==> src/rtl/instr_fetch.sv <==
// rtl/instr_fetch.sv - instruction fetch stage: owns PC, one outstanding imem read, registers iword
module instr_fetch #(
  parameter logic [31:0] RESET_PC = 32'h0000_0000,
  parameter logic [31:0] NOP_WORD = 32'h0000_0013
) (
  input  logic        clk,
  input  logic        rst_n,
  output logic        imem_req_valid,
  input  logic        imem_req_ready,
  output logic [31:0] imem_req_addr,
  input  logic        imem_rsp_valid,
  input  logic [31:0] imem_rsp_data,
  output logic [31:0] iword,
  output logic [31:0] iword_pc,
  output logic        iword_valid,
  input  logic        stall,
  input  logic        pc_select,
  input  logic [31:0] branch_target,
  output logic [31:0] instr_count
);

  typedef enum logic [1:0] {BOOT, REQ, WAIT, HOLD} state_t;

  state_t      state;
  state_t      state_nxt;
  logic [31:0] pc;
  logic        capture;
  logic        consume;
  logic [31:0] redirect_pc;

  assign imem_req_valid = (state == REQ);
  assign imem_req_addr  = pc;
  // Misaligned branch targets are silently word-aligned.
  assign redirect_pc    = branch_target & 32'hFFFF_FFFC;

  always_ff @(posedge clk or negedge rst_n) begin
    if (!rst_n) begin
      state <= BOOT;
    end else begin
      state <= state_nxt;
    end
  end

  always_comb begin
    state_nxt = state;
    capture   = 1'b0;
    consume   = 1'b0;
    case (state)
      BOOT: state_nxt = REQ;
      REQ: begin
        if (imem_req_ready) state_nxt = WAIT;
      end
      WAIT: begin
        if (imem_rsp_valid) begin
          capture   = 1'b1;
          state_nxt = HOLD;
        end
      end
      HOLD: begin
        if (iword_valid && !stall) begin
          consume   = 1'b1;
          state_nxt = REQ;
        end
      end
      default: state_nxt = BOOT;
    endcase
  end

  always_ff @(posedge clk or negedge rst_n) begin
    if (!rst_n) begin
      pc          <= RESET_PC;
      iword       <= NOP_WORD;
      iword_pc    <= 32'h0000_0000;
      iword_valid <= 1'b0;
      instr_count <= 32'h0000_0000;
    end else if (capture) begin
      iword       <= imem_rsp_data;
      iword_pc    <= pc;
      iword_valid <= 1'b1;
    end else if (consume) begin
      pc          <= pc_select ? redirect_pc : iword_pc + 32'd4;
      iword       <= NOP_WORD;
      iword_valid <= 1'b0;
      instr_count <= instr_count + 32'd1;
    end
  end

endmodule
==> config.mk <==
export PLATFORM = sky130hd
export DESIGN_NAME = instr_fetch
export DESIGN_NICKNAME = d
export VERILOG_FILES = /design/src/rtl/instr_fetch.sv
export SDC_FILE = /design/constraint.sdc
export NUM_CORES = 1
export LEC_CHECK = 0
export CAP_MARGIN = 20
export CORE_UTILIZATION = 35
export CTS_CLUSTER_SIZE = 28
export DETAILED_ROUTE_END_ITERATION = 6
export PLACE_DENSITY_LB_ADDON = 0.15
export SETUP_SLACK_MARGIN = 0.3
export SYNTH_ARGS = -nofsm -noshare
export SYNTH_HDL_FRONTEND = slang
export SYNTH_SLANG_ARGS = --single-unit
export TNS_END_PERCENT = 50
==> constraint.sdc <==
create_clock -name clk -period 2.5 [get_ports clk]
set_clock_uncertainty 0.15 [all_clocks]
set_input_delay 0.625 -clock clk [delete_from_list [all_inputs] [get_ports clk]]
set_output_delay 0.625 -clock clk [all_outputs]
set_load 0.05 [all_outputs]
==> results of run 1 <==
## flip-flops by register name (all words and copies together), names as in the netlist
signal,flops
imem_req_addr,32
iword_pc,32
iword,32
state,2
instr_count,32
iword_valid,1
## power breakdown
part	total (W)	internal, W	leakage, nW	switching (W)
combinational	0.00559	0.00182	2.73	0.00377
clock	0.00254	0.00164	0.289	0.000902
sequential	0.00365	0.00289	1.69	0.000768
## timing repair
action | CTS | global route
endpoints found under the setup margin | 127 | 94
hold buffers | 1 | 0
resized for setup | 95 | 47
endpoints found under the hold margin | 39 | 0
## kinds of logic after synthesis
| family | Yosys count | synth area share (%) |
|---|---|---|
| adder cells (fa/ha/maj) | 5 | 1.06 |
| AND/OR/NAND/NOR | 254 | 20.6 |
| multiplexers | 2 | 0.340 |
| flip-flops | 131 | 55.7 |
| buffers and inverters | 37 | 2.50 |
| AO/OA/AOI/OAI | 106 | 11.6 |
| XOR/XNOR | 55 | 8.17 |
## cells in the mapped netlist, types with 8 or more instances
master	n	area, µm²
xnor2_1	36	315
a21oi_1	24	120
nand2_1	130	488
xor2_1	19	166
o21ai_0	32	160
and3_1	14	87.6
nand4_1	18	113
o22ai_1	8	50.1
dfrtp_1	128	3200
nand3_1	27	135
and4_1	8	70.1
clkbuf_1	24	90.1
nor2_1	25	93.8
inv_1	9	33.8
a22o_1	29	254
## layer usage
metal,up-vias,wire length (µm),part of all wire (%),GRT usage [%]
li1,2484,-,-,-
met1,2533,7530,44,26.4
met2,161,8220,48,33.0
met3,23,925,5.4,4.81
met4,0,321,1.9,8.98
met5,-,0,0,0
## final timing paths
check | endpoint | slack [ns] | cells after the start
max | imem_req_addr[11] | 0.14 | 1
min | instr_count[31] | 0.32 | 1
max reg2reg | imem_req_addr[14] | 0.44 | 6
min reg2reg | instr_count[31] | 0.32 | 1
max in group asynchronous | iword[0] | 1.02 | 3
min in group asynchronous | instr_count[22] | 0.54 | 2
## area by class of cell
cell class                      count  area [µm²]  share of cell area [%]
Tap cell                          220         275                    3.06
Clock buffer                       23         478                    5.31
Clock inverter                      9         128                    1.42
Inverter                            9        33.8                   0.375
Multi-Input combinational cell    422        2490                    27.7
Sequential cell                   131        3290                    36.5
Timing Repair Buffer              223        2300                    25.6
## through the flow
stage | total power [W] | instance area, µm² | hold WS (ns) | worst slack (ns)
after detailed placement | 0.00951 | 8310 | 0.315 | 0.0223
after CTS | 0.0119 | 8880 | 0.327 | 0.0800
final | 0.0118 | 9000 | 0.319 | 0.139
after floorplan | 0.00729 | 5920 | 0.179 | 0.301
after global routing | 0.0124 | 9000 | 0.352 | 0.105
after global placement | 0.00942 | 8310 | 0.310 | 0.0744
==> impl_metrics.json, run 1 <==
{
  "status": "complete, no violations",
  "synthFlopType": "dfrtp_1",
  "antenna_found_initial": 0,
  "cpPeakStageDelay_ns": 0.81,
  "ys_warn_count": 0,
  "finalCritPeriodShare_pct": 94.4,
  "n_fill_cell": 1470,
  "grt_pass1_wl_um": 27800,
  "tightest_slew_ns": 0.550,
  "dp.cells": 1004,
  "crit_type": "reg2out",
  "syn_nets": 665,
  "clkLatencyLatePin_ns": 0.41,
  "leakage_nw": 4.71,
  "antenna_cells": 0,
  "clk_pin_slew_worst_paths_ns": 0.05,
  "num-nets-final": 879,
  "tritoncts": "yes",
  "final_common_cell": "nand2_1",
  "route.detailed.drc": 0,
  "area_delta_synth_final_pct": 52.7,
  "port_buffers": 197,
  "layout_common_cells": "nand2_1, dfrtp_1, clkdlybuf4s50_1",
  "rows": 47,
  "finalSetupViolations": 0,
  "grt_pass1_vias": 5296,
  "synth_cells": 590,
  "postCtsSetupBuffers": 0,
  "crit_start": "imem_req_addr[11]",
  "h-tree-depth": 4,
  "drv_slew": 0,
  "utilization_pct": 54.5,
  "critPathMaxFanout": 3,
  "avgSynthCellArea_um2": 9.99,
  "hold_start": "instr_count[31]",
  "wl_um": 17000,
  "hpwl_um": 12100,
  "power.density_nw_per_um2": 1310,
  "worst_ep_arrival_time_ns": 1.59,
  "synthesis.area_um2": 5900,
  "setup.worst_path.end_class": "output port",
  "path_delay_family": "buffers and inverters",
  "synth_edf_count": 0,
  "drtPass1Iterations": 4,
  "track_usage_pct": 20.5,
  "async_flop_share_pct": 100,
  "die_h_um": 132,
  "grt_max_degree": 43,
  "design.core.area_um2": 16500,
  "crit_buf_inv": 1,
  "worst-endpoint-required_ns": 1.73,
  "synth_cell_types": 43,
  "hold_path.class": "reg2reg",
  "pin_count": 200,
  "cp-start-kind": "register",
  "cts_inserted_buffers": 17,
  "tns_ns": 0,
  "ir_drop_mv": 0.719,
  "rsz0062_at_grt": "true",
  "antenna_left": 0,
  "worstPathCellList": "clkdlybuf4s50_1",
  "gr-total-overflow": 0,
  "start_util_pct": 35.7,
  "relSlewSlack_pct": 63.5,
  "slowest_stage": "clkdlybuf4s50_1",
  "maxCapViolCount": 0,
  "clockBufferDepth": 2,
  "drive_above_1_share_pct": 11.4,
  "gp_congestion": 0.846,
  "regToRegStartpoint": "iword_pc[2]",
  "timing.final.crit_period_ns": 2.36,
  "vias_per_cell": 5.02,
  "clock-sinks": 131,
  "stdcell_count": 1037,
  "drt-initial-drc-count": 213,
  "vias": 5201,
  "ys_seq_elements": 131,
  "clock.fmax_mhz": 424,
  "die-area_um2": 17400,
  "root_buffer": "clkbuf_16",
  "ys_seq_area_share_pct": 55.7,
  "wl_per_cell_um": 16.4,
  "die_w_um": 132,
  "hold_violations": 0
}
Power figures use the tool's default switching activity.
==> run 2, diff against run 1 <==
MAX_ROUTING_LAYER = met4   (was unset)
==> run 2 against run 1 <==
Against the previous run: non-clock buffer count stayed put; maximum frequency hardly changed; register-to-register slack hardly changed; sequential share of layout area stayed put; wire length hardly changed; hold slack hardly changed; critical path type unchanged; critical endpoint is now iword[20].
==> impl_metrics.json, run 2 (synthesis gave the netlist of run 1 again) <==
{
  "hold_path.class": "reg2reg",
  "drtPass1Iterations": 4,
  "cts_inserted_buffers": 17,
  "postCtsSetupBuffers": 0,
  "vias": 5199,
  "pin_count": 200,
  "antenna_left": 0,
  "drv_slew": 0,
  "r2r_slack_ns": 0.44,
  "gr-total-overflow": 0,
  "port_buffers": 197,
  "root_buffer": "clkbuf_16",
  "hpwl_um": 12100,
  "grt_pass1_vias": 5293,
  "slowest_stage": "clkdlybuf4s50_1",
  "antenna_cells": 0,
  "tightest_slew_ns": 0.553,
  "reg2reg_depth": 6,
  "tns_ns": 0,
  "die_h_um": 132,
  "rsz0062_at_grt": "true",
  "final_common_cell": "nand2_1",
  "leakage_nw": 4.71,
  "clkLatencyLatePin_ns": 0.42,
  "clockBufferDepth": 2,
  "holdPathStages": 1,
  "ir_drop_mv": 0.720,
  "layout_common_cells": "nand2_1, dfrtp_1, clkdlybuf4s50_1",
  "hold_ws_ns": 0.319,
  "clock.fmax_mhz": 423,
  "worst-endpoint-required_ns": 1.73,
  "status": "complete, no violations",
  "worstPathCellList": "clkdlybuf4s50_1",
  "drive_above_1_share_pct": 11.4,
  "start_util_pct": 35.7,
  "relSlewSlack_pct": 63.2,
  "crit_type": "reg2out",
  "track_usage_pct": 21.1,
  "num-nets-final": 879,
  "tritoncts": "yes",
  "worst_ep_arrival_time_ns": 1.59,
  "die_w_um": 132,
  "clock-sinks": 131,
  "grt_pass1_wl_um": 27800,
  "critPathMaxFanout": 2,
  "path_delay_family": "buffers and inverters",
  "wl_per_cell_um": 16.4,
  "area_delta_synth_final_pct": 52.7,
  "finalSetupViolations": 0,
  "gp_congestion": 0.859,
  "maxCapViolCount": 0,
  "route.detailed.drc": 0,
  "cpPeakStageDelay_ns": 0.81,
  "rows": 47,
  "cp-start-kind": "register",
  "timing.final.crit_period_ns": 2.36,
  "finalCritPeriodShare_pct": 94.5,
  "setup.worst_path.end_class": "output port",
  "grt_max_degree": 43,
  "drt-initial-drc-count": 229,
  "antenna_found_initial": 0,
  "hold_violations": 0,
  "design.core.area_um2": 16500,
  "clk_pin_slew_worst_paths_ns": 0.06,
  "h-tree-depth": 4,
  "power.density_nw_per_um2": 1310,
  "crit_cells": 1,
  "wl_um": 17000,
  "die-area_um2": 17400,
  "vias_per_cell": 5.01,
  "crit_buf_inv": 1
}
[run 2: cell counts in the layout (fill, tap and decap cells not counted)]
Identical to the previous run, type by type.
[run 2: cell type report]
| class | count | area (µm²) |
|---|---|---|
| tap | 220 | 275 |
| fill | 1470 | 7520 |
| clock buffer | 23 | 478 |
| clock inverter | 9 | 128 |
| multi-input combinational | 422 | 2490 |
| inverter | 9 | 33.8 |
| sequential | 131 | 3290 |
| timing repair buffer | 223 | 2300 |
[run 2: per-layer routing]
metal	vias to the layer above	global-route usage [%]	part of all wire, %
li1	2482	-	-
met1	2536	26.3	44
met2	160	33.0	48
met3	21	4.81	5.6
met4	0	8.79	1.9
met5	-	-	0
[run 2: power breakdown]
| group | switching [W] | internal, W |
|---|---|---|
| registers | 0.000767 | 0.00289 |
| clock network | 0.000905 | 0.00164 |
| logic | 0.00377 | 0.00182 |
[run 2: worst paths after layout]
kind                                       from           endpoint
min in group asynchronous                 rst_n    instr_count[22]
worst min register to register  instr_count[31]    instr_count[31]
max in group asynchronous                 rst_n           iword[4]
worst max register to register      iword_pc[2]  imem_req_addr[14]
worst min-delay path            instr_count[31]    instr_count[31]
worst max-delay path                  iword[20]          iword[20]
[run 2: per-stage QoR]
| stage | setup WS, ns | utilization (%) | total power (W) | instance area (µm²) | cells |
|---|---|---|---|---|---|
| 2_1_floorplan | 0.301 | - | 0.00729 | 5920 | 590 |
| 3_3_place_gp | 0.0744 | 50.3 | 0.00942 | 8310 | 1004 |
| 3_5_place_dp | 0.0223 | 50.3 | 0.00951 | 8310 | 1004 |
| 4_1_cts | 0.0800 | 53.8 | 0.0119 | 8880 | 1037 |
| 5_1_grt | 0.105 | 54.5 | 0.0124 | 9000 | 1037 |
| 6_report | 0.137 | 54.5 | 0.0118 | 9000 | 1037 |
[run 2: repair_timing]
item                                   4_1_cts  5_1_grt
setup endpoints to repair                  127       94
endpoints found under the hold margin       39        0
gates resized for setup                     95       47
hold buffers                                 1        0
==> run 3, diff against run 2 <==
SKIP_CTS_REPAIR_TIMING = 1   (was unset)
==> run 3 against run 2 <==
Against the previous run: sequential power about the same; non-clock buffer count unchanged; count of clock-buffer cells in the layout unchanged; utilization increased by 0.49 points; first-iteration DRC count decreased by 4.8%; via count about the same; global-route usage about the same; worst setup slack got worse by 0.043 ns; clock power about the same; cell area increased by 0.90%; sequential share of layout area decreased by 0.33 points; cell count unchanged; critical endpoint is now instr_count[27].
==> impl_metrics.json, run 3 (synthesis gave the netlist of run 1 again) <==
{
  "status": "complete, no violations",
  "final_area_um2": 9080,
  "grt_max_degree": 43,
  "regToRegStartpoint": "iword_pc[2]",
  "setup_ws_ns": 0.0940,
  "h-tree-depth": 4,
  "num-nets-final": 879,
  "critPathMaxFanout": 4,
  "n_fill_cell": 1443,
  "ir_drop_mv": 0.725,
  "maxCapViolCount": 0,
  "clockBufferDepth": 2,
  "clkLatencyLatePin_ns": 0.41,
  "drive_above_1_share_pct": 10.2,
  "tns_ns": 0,
  "multi_input_area_um2": 2490,
  "finalSetupViolations": 0,
  "antenna_cells": 0,
  "rows": 47,
  "wl_um": 17200,
  "die_h_um": 132,
  "crit_type": "reg2out",
  "drtPass1Iterations": 5,
  "totalPowerFinal_w": 0.0120,
  "hold_violations": 0,
  "crit_buf_inv": 1,
  "timing.final.crit_period_ns": 2.41,
  "die-area_um2": 17400,
  "worstPathCellList": "clkdlybuf4s50_1",
  "cp-start-kind": "register",
  "route.detailed.drc": 0,
  "antenna_found_initial": 0,
  "layout_common_cells": "nand2_1, clkdlybuf4s50_1, dfrtp_1",
  "hold_path.class": "reg2reg",
  "power.density_nw_per_um2": 1320,
  "gr-total-overflow": 0,
  "rsz0062_at_grt": "true",
  "worst-endpoint-required_ns": 1.73,
  "place_ws_ns": 0.0223,
  "cpPeakStageDelay_ns": 0.82,
  "area_delta_synth_final_pct": 54.0,
  "setup.worst_path.end_class": "output port",
  "drt-initial-drc-count": 218,
  "relSlewSlack_pct": 61.4,
  "grt_pass1_vias": 5294,
  "design.core.area_um2": 16500,
  "dpl_cell_area_um2": 8310,
  "clock.fmax_mhz": 416,
  "pin_count": 200,
  "gp_congestion": 0.859,
  "path_delay_family": "buffers and inverters",
  "slowest_stage": "clkdlybuf4s50_1",
  "antenna_left": 0,
  "hpwl_um": 12100,
  "finalCritPeriodShare_pct": 96.2,
  "grt_pass1_wl_um": 27800,
  "leakage_nw": 4.84,
  "track_usage_pct": 21.1,
  "root_buffer": "clkbuf_16",
  "clk_pin_slew_worst_paths_ns": 0.05,
  "port_buffers": 197,
  "vias": 5198,
  "crit_start": "instr_count[27]",
  "hold_start": "instr_count[31]",
  "worst_ep_arrival_time_ns": 1.63,
  "seq_area_um2": 3290,
  "tritoncts": "yes",
  "drv_slew": 0,
  "wl_per_cell_um": 16.5,
  "cts_inserted_buffers": 17,
  "start_util_pct": 35.7,
  "clock-sinks": 131,
  "vias_per_cell": 5.01,
  "die_w_um": 132,
  "tightest_slew_ns": 0.578
}
-- run 3: per-stage QoR --
stage          hold slack (ns)  utilization (%)  instances
2_1_floorplan            0.179                -        590
3_3_place_gp             0.310             50.3       1004
3_5_place_dp             0.315             50.3       1004
4_1_cts                -0.0231             53.9       1036
5_1_grt                  0.351             55.0       1037
6_report                 0.320             55.0       1037
-- run 3: area by class of cell --
class / count / area share (%)
flip-flops and latches: 131 / 36.2
clock inverters: 9 / 1.40
well taps: 220 / 3.03
multi-input cells: 422 / 27.5
inverters: 9 / 0.372
repair buffers: 223 / 26.3
clock buffers: 23 / 5.26
-- run 3: layer usage --
layer	vias up	track usage, %	part of all wire [%]
met1	2521	26.3	44
met2	178	33.0	49
met5	-	-	0
li1	2479	-	-
met4	0	8.79	1.6
met3	20	4.84	5.7
-- run 3: power breakdown --
group          switching (W)  leakage (nW)  internal (W)
clock network       0.000899         0.289       0.00164
logic                0.00378          2.86       0.00198
registers           0.000770          1.69       0.00289
-- run 3: worst paths after layout --
check                                    end  slack (ns)  cells after the start
hold / removal               instr_count[31]        0.32                      1
max in group asynchronous           iword[1]        1.02                      3
min in group asynchronous    instr_count[22]        0.55                      2
setup / recovery             instr_count[27]        0.09                      1
setup reg to reg           imem_req_addr[14]        0.44                      6
hold reg to reg              instr_count[31]        0.32                      1
